===== src/rtl/mux6_rr_arbiter_if.sv =====
// Bus bundle for mux6_rr_arbiter: requests, per-requester data lines,
// and the registered grant/select/data outputs.
// MUX6_ARB_LOCK_EN adds the owner lock input.
interface mux6_rr_arbiter_if;
  logic [5:0] req;
  logic [5:0] din;
  logic [5:0] grant;
  logic [2:0] sel;
  logic       dout;
  logic       dout_vld;
`ifdef MUX6_ARB_LOCK_EN
  logic       lock;

  modport master (output req, din, lock, input grant, sel, dout, dout_vld);
  modport slave  (input req, din, lock, output grant, sel, dout, dout_vld);
`else
  modport master (output req, din, input grant, sel, dout, dout_vld);
  modport slave  (input req, din, output grant, sel, dout, dout_vld);
`endif
endinterface


===== src/rtl/mux6_rr_arbiter.sv =====
// mux6_rr_arbiter: six-way round-robin arbiter with a per-owner burst
// limit, driving a registered 6:1 data mux from the owner index.
// Optional feature: define MUX6_ARB_LOCK_EN to add a lock input that lets
// the owner keep the grant past its burst limit.

// Plain 6:1 data mux; out-of-range selects yield 0.
module mux6 (
  input  logic [5:0] d,
  input  logic [2:0] s,
  output logic       y
);
  // combinational select
  always_comb begin
    y = 1'b0;
    case (s)
      3'd0: y = d[0];
      3'd1: y = d[1];
      3'd2: y = d[2];
      3'd3: y = d[3];
      3'd4: y = d[4];
      3'd5: y = d[5];
      default: y = 1'b0;
    endcase
  end
endmodule

module mux6_rr_arbiter #(
  parameter int unsigned BURST = 4
) (
  input  logic             clk,
  input  logic             rst_n,
  mux6_rr_arbiter_if.slave bus
);
  typedef enum logic { IDLE = 1'b0, BUSY = 1'b1 } state_t;

  localparam logic [3:0] CNT_LAST = 4'(BURST - 1);

  state_t     state;
  logic [2:0] ptr;
  logic [3:0] cnt;
  logic [5:0] grant_q;
  logic [2:0] sel_q;
  logic       dout_q;
  logic       dout_vld_q;

  logic [5:0] others;
  logic       own_req;
  logic       last;
  logic       hold;
  logic       rel;
  logic [5:0] search_req;
  logic [2:0] search_start;
  logic [2:0] own_nxt;
  logic       found;
  logic [2:0] cand;
  logic       mux_y;

  // First set bit of r scanning start, start+1, ... wrapping 5->0.
  // Result is {found, index}.
  function automatic logic [3:0] pick(input logic [5:0] r, input logic [2:0] start);
    logic [11:0] dbl;
    logic [5:0]  rot;
    logic [3:0]  idx;
    logic [3:0]  res;
    dbl = {r, r} >> start;
    rot = dbl[5:0];
    res = 4'd0;
    idx = 4'd0;
    // descending scan so the lowest rotated position wins
    for (int k = 5; k >= 0; k--) begin
      if (rot[k]) begin
        idx = {1'b0, start} + 4'(k);
        if (idx >= 4'd6) idx = idx - 4'd6;
        res = {1'b1, idx[2:0]};
      end
    end
    return res;
  endfunction

  // Release decision and next-owner search for the current cycle.
  always_comb begin
    others  = bus.req & ~grant_q;
    own_req = |(bus.req & grant_q);
    last    = (cnt == CNT_LAST);
`ifdef MUX6_ARB_LOCK_EN
    hold    = bus.lock & own_req;
`else
    hold    = 1'b0;
`endif
    rel     = !own_req || (last && (|others) && !hold);
    own_nxt = (sel_q == 3'd5) ? 3'd0 : sel_q + 3'd1;
    // in BUSY the released owner is excluded and the search starts after it
    search_req   = (state == IDLE) ? bus.req : others;
    search_start = (state == IDLE) ? ptr : own_nxt;
    {found, cand} = pick(search_req, search_start);
  end

  mux6 u_mux (.d(bus.din), .s(sel_q), .y(mux_y));

  // Arbiter FSM with registered grant/select and burst counter.
  always_ff @(posedge clk) begin
    if (!rst_n) begin
      state   <= IDLE;
      grant_q <= 6'd0;
      sel_q   <= 3'd0;
      ptr     <= 3'd0;
      cnt     <= 4'd0;
    end else begin
      case (state)
        IDLE: begin
          if (found) begin
            state   <= BUSY;
            grant_q <= 6'(1) << cand;
            sel_q   <= cand;
            cnt     <= 4'd0;
          end
        end
        BUSY: begin
          if (rel) begin
            ptr <= own_nxt;
            cnt <= 4'd0;
            if (found) begin
              grant_q <= 6'(1) << cand;
              sel_q   <= cand;
            end else begin
              state   <= IDLE;
              grant_q <= 6'd0;
              sel_q   <= 3'd0;
            end
          end else if (last) begin
            // locked owner with waiters parks at the limit; otherwise a
            // lone owner starts a fresh burst
            cnt <= (hold && (|others)) ? cnt : 4'd0;
          end else begin
            cnt <= cnt + 4'd1;
          end
        end
        default: begin
          state   <= IDLE;
          grant_q <= 6'd0;
          sel_q   <= 3'd0;
        end
      endcase
    end
  end

  // Registered data output, valid only on cycles with an owner.
  always_ff @(posedge clk) begin
    if (!rst_n) begin
      dout_q     <= 1'b0;
      dout_vld_q <= 1'b0;
    end else begin
      dout_q     <= (state == BUSY) ? mux_y : 1'b0;
      dout_vld_q <= (state == BUSY);
    end
  end

  assign bus.grant    = grant_q;
  assign bus.sel      = sel_q;
  assign bus.dout     = dout_q;
  assign bus.dout_vld = dout_vld_q;
endmodule


===== src/flat_wrapper.sv =====
// flat-port wrapper written by rule: the top's interface ports become plain ports
module mux6_rr_arbiter_flat 
#(
  parameter int unsigned BURST = 4
)
  (clk, rst_n, bus_req, bus_din, bus_grant, bus_sel, bus_dout, bus_dout_vld);
  mux6_rr_arbiter_if bus_i ();
  input  logic clk;
  input  logic rst_n;
  input wire logic [$bits(bus_i.req)-1:0] bus_req;
  input wire logic [$bits(bus_i.din)-1:0] bus_din;
  output wire logic [$bits(bus_i.grant)-1:0] bus_grant;
  output wire logic [$bits(bus_i.sel)-1:0] bus_sel;
  output wire logic [$bits(bus_i.dout)-1:0] bus_dout;
  output wire logic [$bits(bus_i.dout_vld)-1:0] bus_dout_vld;
  assign bus_i.req = bus_req;
  assign bus_i.din = bus_din;
  assign bus_grant = bus_i.grant;
  assign bus_sel = bus_i.sel;
  assign bus_dout = bus_i.dout;
  assign bus_dout_vld = bus_i.dout_vld;
  mux6_rr_arbiter #(.BURST(BURST)) u_core (.clk(clk), .rst_n(rst_n), .bus(bus_i));
endmodule

===== config.mk =====
export PLATFORM = sky130hd
export DESIGN_NAME = mux6_rr_arbiter_flat
export DESIGN_NICKNAME = d
export VERILOG_FILES = /design/src/rtl/mux6_rr_arbiter_if.sv /design/src/rtl/mux6_rr_arbiter.sv /design/src/flat_wrapper.sv
export SDC_FILE = /design/constraint.sdc
export NUM_CORES = 1
export LEC_CHECK = 0
export CORE_ASPECT_RATIO = 1.2
export CORE_MARGIN = 2
export CORE_UTILIZATION = 60
export DETAILED_ROUTE_END_ITERATION = 7
export PLACE_DENSITY_LB_ADDON = 0.15
export SLEW_MARGIN = 15
export SYNTH_ARGS = -nofsm -noshare
export SYNTH_HDL_FRONTEND = slang
export SYNTH_SLANG_ARGS = --single-unit

===== constraint.sdc =====
create_clock -name clk -period 7.7 [get_ports clk]
set_clock_uncertainty 0.1 [all_clocks]
set_input_delay 1.155 -clock clk [delete_from_list [all_inputs] [get_ports clk]]
set_output_delay 1.155 -clock clk [all_outputs]
set_load 0.01 [all_outputs]

==> run summary <==
==================================================================================================
Count of cells along the worst hold path ............................................            2
Quantity of I/O buffers inserted on ports ...........................................           24
Total track usage ...................................................................        31.4%
Worst reg-to-reg path cell count ....................................................           13
Fraction of registers with async set or reset after synthesis .......................           0%
DR vias .............................................................................         2380
Number of remaining DRC errors ......................................................            0
Setup Viol. Count Final .............................................................            0
Slew at the pin with the worst max-slew slack .......................................       732 ps
Predominant post-synthesis flop cell ................................................ sky130_fd_sc_hd__dfxtp_1
Routed length per instance ..........................................................      18.2 um
Fin crit share ......................................................................        57.7%
Total Power .........................................................................      1.05 mW
Post CTS Setup Buffer Count .........................................................            0
Flop2flop setup slack ...............................................................      3250 ps
Synthesized netlist net count .......................................................          316
Effective utilization at floorplan ..................................................        63.1%
Post-DR vias/cell ...................................................................         6.65
Number of CTS-inserted buffers ......................................................            3
CP Capture Type .....................................................................     register
Area fraction of the dominant cell type after synthesis .............................        16.3%
Number of enable flip-flop cells after synthesis ....................................            0
Detailed-route wire length ..........................................................      6520 um
Worst R2R End ....................................................................... u_core.bus.grant[2]$_SDFFE_PN0P_
Area growth, synth to finish ........................................................        9.67%
Standard-cell row count .............................................................           24
Top library cells by usage in the layout, fill and taps aside ....................... 24 x sky130_fd_sc_hd__clkdlybuf4s50_1, 20 x sky130_fd_sc_hd__nand2_1, 19 x sky130_fd_sc_hd__dfxtp_1, 17 x sky130_fd_sc_hd__nand3_1
Total of hold buffers inserted after clock tree synthesis ...........................            0
HPWL after detailed placement .......................................................      4970 um
Count of state elements after synthesis .............................................           19
GRT overflow ........................................................................            0
Initial antenna violation count .....................................................            0
Class of the most critical setup path ............................................... register to register
Maximum fanout encountered on the critical timing path ..............................           25
RSZ-0062 raised after global routing ................................................           no
Type of origin of the critical path .................................................     register
Iteration-0 DRC Markers .............................................................          228
Power density over the cells ........................................................  409 nW/um^2
Fraction of the yosys area taken by sequential cells ................................        16.3%
I/O pin cnt .........................................................................           25
Via count of the first global-routing pass ..........................................         2143
P_leak ..............................................................................     0.961 nW
Router iterations before antenna repair .............................................            5
Warnings, synthesis .................................................................            0
Max-Cap Viols .......................................................................            0
Class of the worst hold path ........................................................ register to register
Termination of the worst setup path ................................................. u_core.bus.grant[2]$_SDFFE_PN0P_
Launch point of the worst path ...................................................... u_core.state$_SDFF_PN0_
Synthesized area per cell ...........................................................   7.98 sq um
Critical path arrival ...............................................................      4510 ps
Weighted congestion reported at the end of routability-driven placement .............        0.973
CTS tree ............................................................................        built
DIE AREA ............................................................................   4400 sq um
Clock latency on the worst-skew pair ................................................       260 ps
Synthesized cell area ...............................................................   2330 sq um
Reg-to-Reg Start .................................................................... u_core.state$_SDFF_PN0_
Synthesized netlist cell count ......................................................          292
Count of nets left with antenna violations after detail routing .....................            0
Maximum number of buffers from clock root to sink ...................................            2
Fraction of final layout cells sized beyond drive strength 1 ........................        13.7%
Maximum number of pins on one net before global-route repair ........................           26
Status .............................................................................. finished clean
Final Hold Viols ....................................................................            0
Leading cell type in the layout, fill and taps excluded ............................. sky130_fd_sc_hd__clkdlybuf4s50_1
Clock net sink count ................................................................           19
Root Driver ......................................................................... sky130_fd_sc_hd__clkbuf_8
H-tree level count ..................................................................            1
Data required time at the worst endpoint ............................................      7760 ps
Main area contributors after synthesis .............................................. sky130_fd_sc_hd__dfxtp_1 16%, sky130_fd_sc_hd__ha_1 5.4%, sky130_fd_sc_hd__mux2i_1 4.7%
Total Neg Setup Slack ...............................................................         0 ps
Die extent in y .....................................................................      72.3 um
Maximum frequency from static timing analysis .......................................      225 MHz
Diodes inserted .....................................................................            0
Worst slew margin relative to its limit .............................................        50.7%
Cell variety after synth ............................................................           74
NumNets Final .......................................................................          331
Global-route wire length before repair ..............................................     10500 um
Max Slew Vio Count ..................................................................            0
Cts repair resizes ..................................................................            0
Most area-hungry cell type in the Yosys netlist ..................................... sky130_fd_sc_hd__dfxtp_1
Time the final worst path needs with I/O delays and setup ...........................      4450 ps
Die width ...........................................................................      60.9 um
Worst hold slack after final layout .................................................       382 ps
Clock transition time at the flip-flop clock pins of the worst setup and hold paths .        80 ps
Total core area .....................................................................   3690 sq um
IR Drop Worst-Case VDD ..............................................................   0.000225 V
==================================================================================================
==> logic make-up after synthesis <==
logic type,after synthesis,share of synthesized area [%]
AO/OA/AOI/OAI,111,36.5
AND/OR/NAND/NOR,99,23.7
buffers and inverters,31,8.16
flip-flops,19,16.3
multiplexers,18,8.43
adder cells (fa/ha/maj),10,5.37
XOR/XNOR,4,1.50
==> cell type report <==
cell class,instances,area (sq um)
Timing Repair Buffer,24,240
Clock inverter,1,5.00
Inverter,17,63.8
Sequential cell,19,380
Tap cell,52,65.1
Clock buffer,3,41.3
Multi-Input combinational cell,242,1760
Fill cell,321,1140
==> worst max-delay path, cell delays in order (launching register included) <==
cell,delay [ps]
sky130_fd_sc_hd__dfxtp_1,790
sky130_fd_sc_hd__inv_2,190
sky130_fd_sc_hd__o31ai_4,710
sky130_fd_sc_hd__inv_2,360
sky130_fd_sc_hd__ha_1,410
sky130_fd_sc_hd__nor2_1,160
sky130_fd_sc_hd__o21ai_1,160
sky130_fd_sc_hd__a21oi_1,180
sky130_fd_sc_hd__a21oi_1,110
sky130_fd_sc_hd__a2111oi_2,420
sky130_fd_sc_hd__a31oi_1,150
sky130_fd_sc_hd__a31oi_4,260
sky130_fd_sc_hd__nand2_2,100
sky130_fd_sc_hd__a32o_1,240
==> cells in the mapped netlist (6+ instances only) <==
| library cell | instances |
|---|---|
| sky130_fd_sc_hd__nand3_1 | 17 |
| sky130_fd_sc_hd__o21ai_0 | 16 |
| sky130_fd_sc_hd__dfxtp_1 | 19 |
| sky130_fd_sc_hd__a31oi_1 | 6 |
| sky130_fd_sc_hd__nor2_1 | 16 |
| sky130_fd_sc_hd__and2_1 | 9 |
| sky130_fd_sc_hd__inv_1 | 12 |
| sky130_fd_sc_hd__ha_1 | 10 |
| sky130_fd_sc_hd__mux2i_1 | 11 |
| sky130_fd_sc_hd__a21oi_1 | 11 |
| sky130_fd_sc_hd__a21boi_0 | 9 |
| sky130_fd_sc_hd__nand2_1 | 20 |
| sky130_fd_sc_hd__a211oi_1 | 6 |
==> report_power, final <==
part,internal (mW),switching (mW)
sequential,0.127,0.0496
combinational,0.322,0.477
clock,0.0360,0.0349
total,0.485,0.561
==> per-layer routing <==
metal  GRT usage, %  up-vias  routed length, um
met5              0        -                  0
met3           1.78       25                284
met4           14.7        0                280
li1               -     1149                  -
met2           54.7       99               3280
met1           38.3     1107               2670
==> state kept, by name, summed over array words and instances, names as in the netlist <==
signal and flops:
u_core.bus.grant 6, u_core.cnt 4, u_core.bus.sel 3, u_core.ptr 3, u_core.bus.dout 1, u_core.bus.dout_vld 1, u_core.state 1
==> through the flow <==
stage / cells / area (sq um) / utilization [%] / setup slack (ps)
finish: 358 / 2550 / 69.2 / 3250
global route: 358 / 2550 / 69.2 / 2850
CTS: 358 / 2550 / 69.2 / 3330
detailed placement: 354 / 2510 / 67.9 / 3300
global placement: 354 / 2510 / 67.9 / 3240
floorplan: 292 / 2330 / - / 4010
==> worst min-delay path by stage <==
stage                                from                          to  slack (ps)
2_1_floorplan  u_core.ptr[2]$_SDFFE_PN0P_  u_core.ptr[2]$_SDFFE_PN0P_         340
3_3_place_gp   u_core.ptr[2]$_SDFFE_PN0P_  u_core.ptr[2]$_SDFFE_PN0P_         360
3_5_place_dp   u_core.ptr[2]$_SDFFE_PN0P_  u_core.ptr[2]$_SDFFE_PN0P_         370
4_1_cts        u_core.ptr[2]$_SDFFE_PN0P_  u_core.ptr[2]$_SDFFE_PN0P_         380
5_1_grt        u_core.ptr[2]$_SDFFE_PN0P_  u_core.ptr[2]$_SDFFE_PN0P_         400
6_report       u_core.ptr[2]$_SDFFE_PN0P_  u_core.ptr[2]$_SDFFE_PN0P_         380
Note: power is estimated with default switching activity, not from simulation.
==> variant (same flow settings) <==
Reset style: asynchronous (`rst_n`), changed in 2 clocked blocks.
--- a/src/rtl/mux6_rr_arbiter.sv
+++ b/src/rtl/mux6_rr_arbiter.sv
@@ -98,7 +98,7 @@
   mux6 u_mux (.d(bus.din), .s(sel_q), .y(mux_y));
 
   // Arbiter FSM with registered grant/select and burst counter.
-  always_ff @(posedge clk) begin
+  always_ff @(posedge clk or negedge rst_n) begin
     if (!rst_n) begin
       state   <= IDLE;
       grant_q <= 6'd0;
@@ -145,7 +145,7 @@
   end
 
   // Registered data output, valid only on cycles with an owner.
-  always_ff @(posedge clk) begin
+  always_ff @(posedge clk or negedge rst_n) begin
     if (!rst_n) begin
       dout_q     <= 1'b0;
       dout_vld_q <= 1'b0;
Check against the original RTL: differs if rst_n is asserted again (counterexample within 4 cycles, from zero or initial values and one cycle with rst_n low); with rst_n held inactive, the same outputs for 10 cycles.
==> variant against the unedited design <==
- sequential cell count unchanged
- final cell count fell by 18%
- critical path depth stayed put
- area after synthesis shrank 14%
- worst setup slack better by 0.29 ns
- wire length fell by 18%
- final area shrank 12%
- critical path type unchanged
- highest routed layer unchanged
Power is left out: the tool's default activity adds up to more than one toggle a clock period on the data nets, which glitch-free logic cannot reach.
==> variant: results (changes against the unedited design) <==
synthesis:
  seq_area_frac_synth_pct: 23.6  # was 16.3%
  synth_flop_cell: "dfrtp_1"  # was dfxtp_1
  synth_cell_type_count: 66  # was 74
  ys_top_cells_by_area: "dfrtp_1 24%, ha_1 6.2%, a22oi_1 3.4%"  # was dfxtp_1 16%, ha_1 5.4%, mux2i_1 4.7%
  syn_nets: 264  # was 316
  async_flop_share_pct: 100  # was 0%
  yosys-top-cells-count: "19 x dfrtp_1, 17 x nor2_1, 14 x nand2_1"  # was 20 x nand2_1, 19 x dfxtp_1, 17 x nand3_1
  yosys_warnings: 0  # unchanged
cts:
  cts.path.max_buffers: 2  # unchanged
  h-tree-depth: 1  # unchanged
  clock_latency_ns: 0.26  # about the same
  cts-root-buf: "clkbuf_8"  # unchanged
  cts_setup_buffers: 0  # unchanged
  cts_resized: 0  # unchanged
  clkTransAtPathRegs_ns: 0.07
  cts-buffers-inserted: 3  # unchanged
route:
  first_iter_violations: 110  # was 228
  postRouteAntennaNets: 0  # unchanged
  drtPass1Iterations: 4  # was 5
  routed_wl_um: 5340  # was 6520 µm
  via_count: 1968  # was 2,380
worst_setup_path:
  reg2reg_to: "u_core.bus.grant[2]"  # unchanged
  r2r_cells: 13  # unchanged
  critPathMaxFanout: 17  # was 25
  startpoint: "u_core.bus.sel[0]"  # was u_core.state
  cp.arrival_ns: 4.21  # was 4.51 ns
  critPathKind: "flop to flop"  # unchanged
  reg2reg_setup_slack_ns: 3.54  # was 3.25 ns
global_routing:
  grt_pass1_wl_um: 8870  # was 10,500 µm
  grt_max_degree: 21  # was 26
  antenna_found_initial: 0  # unchanged
  grtUsageTotal_pct: 29.9  # was 31.4%
  grt_pass1_vias: 1865  # was 2,143
min_path:
  hp-class: "flop to flop"  # unchanged
outcome:
  status: "finished, final reports clean"  # unchanged
cells_and_area:
  antenna_cells: 0  # unchanged
  largest_reg_flops: 6  # unchanged
  final_nets: 282  # was 331
  fillers: 294  # was 321
  drive_gt1_share_pct: 7.39  # was 13.7%
sta:
  slew_headroom_pct: 38.5  # was 50.7%
placement:
  portBuffers: 24  # unchanged
  hpwlAfterDp_um: 4110  # was 4970 µm
  gp_congestion: 0.966  # was 0.973
## variant: changes by cell type in the layout (fill, tap and decap cells not counted), sizes merged, moves of 6 or more
cell    change
and2        -9
dfrtp      +19
dfxtp      -19
inv         -9
mux2        -7
nand2       -8
nand2b      +6
nand3       -6
nor3        +9
o21ai       -6
or2         -6
## variant: cell type report
cell class	instances	area share (%)
Timing Repair Buffer	24	10.6
Inverter	8	1.55
Clock buffer	3	1.83
Multi-Input combinational cell	202	62.6
Clock inverter	1	0.222
Sequential cell	19	21.1
Tap cell	37	2.05
## variant: per-stage QoR
stage | hold WS, ns | std cells | cell area (µm²) | util (%) | setup slack [ns]
6_report | 0.392 | 294 | 2260 | 68.8 | 3.54
5_1_grt | 0.417 | 294 | 2260 | 68.8 | 3.33
4_1_cts | 0.396 | 294 | 2260 | 68.8 | 3.59
3_5_place_dp | 0.379 | 290 | 2210 | 67.4 | 3.43
3_3_place_gp | 0.363 | 290 | 2210 | 67.4 | 3.46
2_1_floorplan | 0.249 | 240 | 2010 | - | 4.39
## variant: worst min path at each step
stage | slack, ns | cells after the start | endpoint | startpoint
finish | 0.39 | 1 | u_core.ptr[1] | u_core.ptr[1]
global route | 0.42 | 1 | u_core.ptr[1] | u_core.ptr[1]
CTS | 0.40 | 1 | u_core.ptr[1] | u_core.ptr[1]
detailed placement | 0.38 | 1 | u_core.ptr[1] | u_core.ptr[1]
global placement | 0.36 | 1 | u_core.ptr[1] | u_core.ptr[1]
floorplan | 0.25 | 0 | u_core.bus.dout_vld | u_core.state
## variant: cells by family after synthesis
kind of cell    after synthesis  synth area share (%)
compound gates               91                  34.5
xor+xnor                      5                  2.18
fa+ha+maj                    10                  6.22
buf+inv                      19                  6.10
flops                        19                  23.6
mux                           6                  2.99
simple gates                 90                  24.4
## variant: critical path: stages (launching register included)
cell	delay (ns)
dfrtp_1	0.52
and2_1	0.21
ha_1	0.28
nand2b_1	0.12
a2bb2oi_2	0.64
inv_2	0.27
ha_1	0.41
inv_1	0.05
a211oi_1	0.24
xnor2_1	0.10
or3_1	0.33
a31oi_1	0.38
nor2_1	0.13
a32o_1	0.27
## variant: layer usage
metal	routed length, µm	global-route usage, %	part of all wire [%]
met4	144	14.0	2.7
met3	250	3.64	4.7
met1	2300	36.8	43
met5	0	0	0
met2	2650	52.3	50
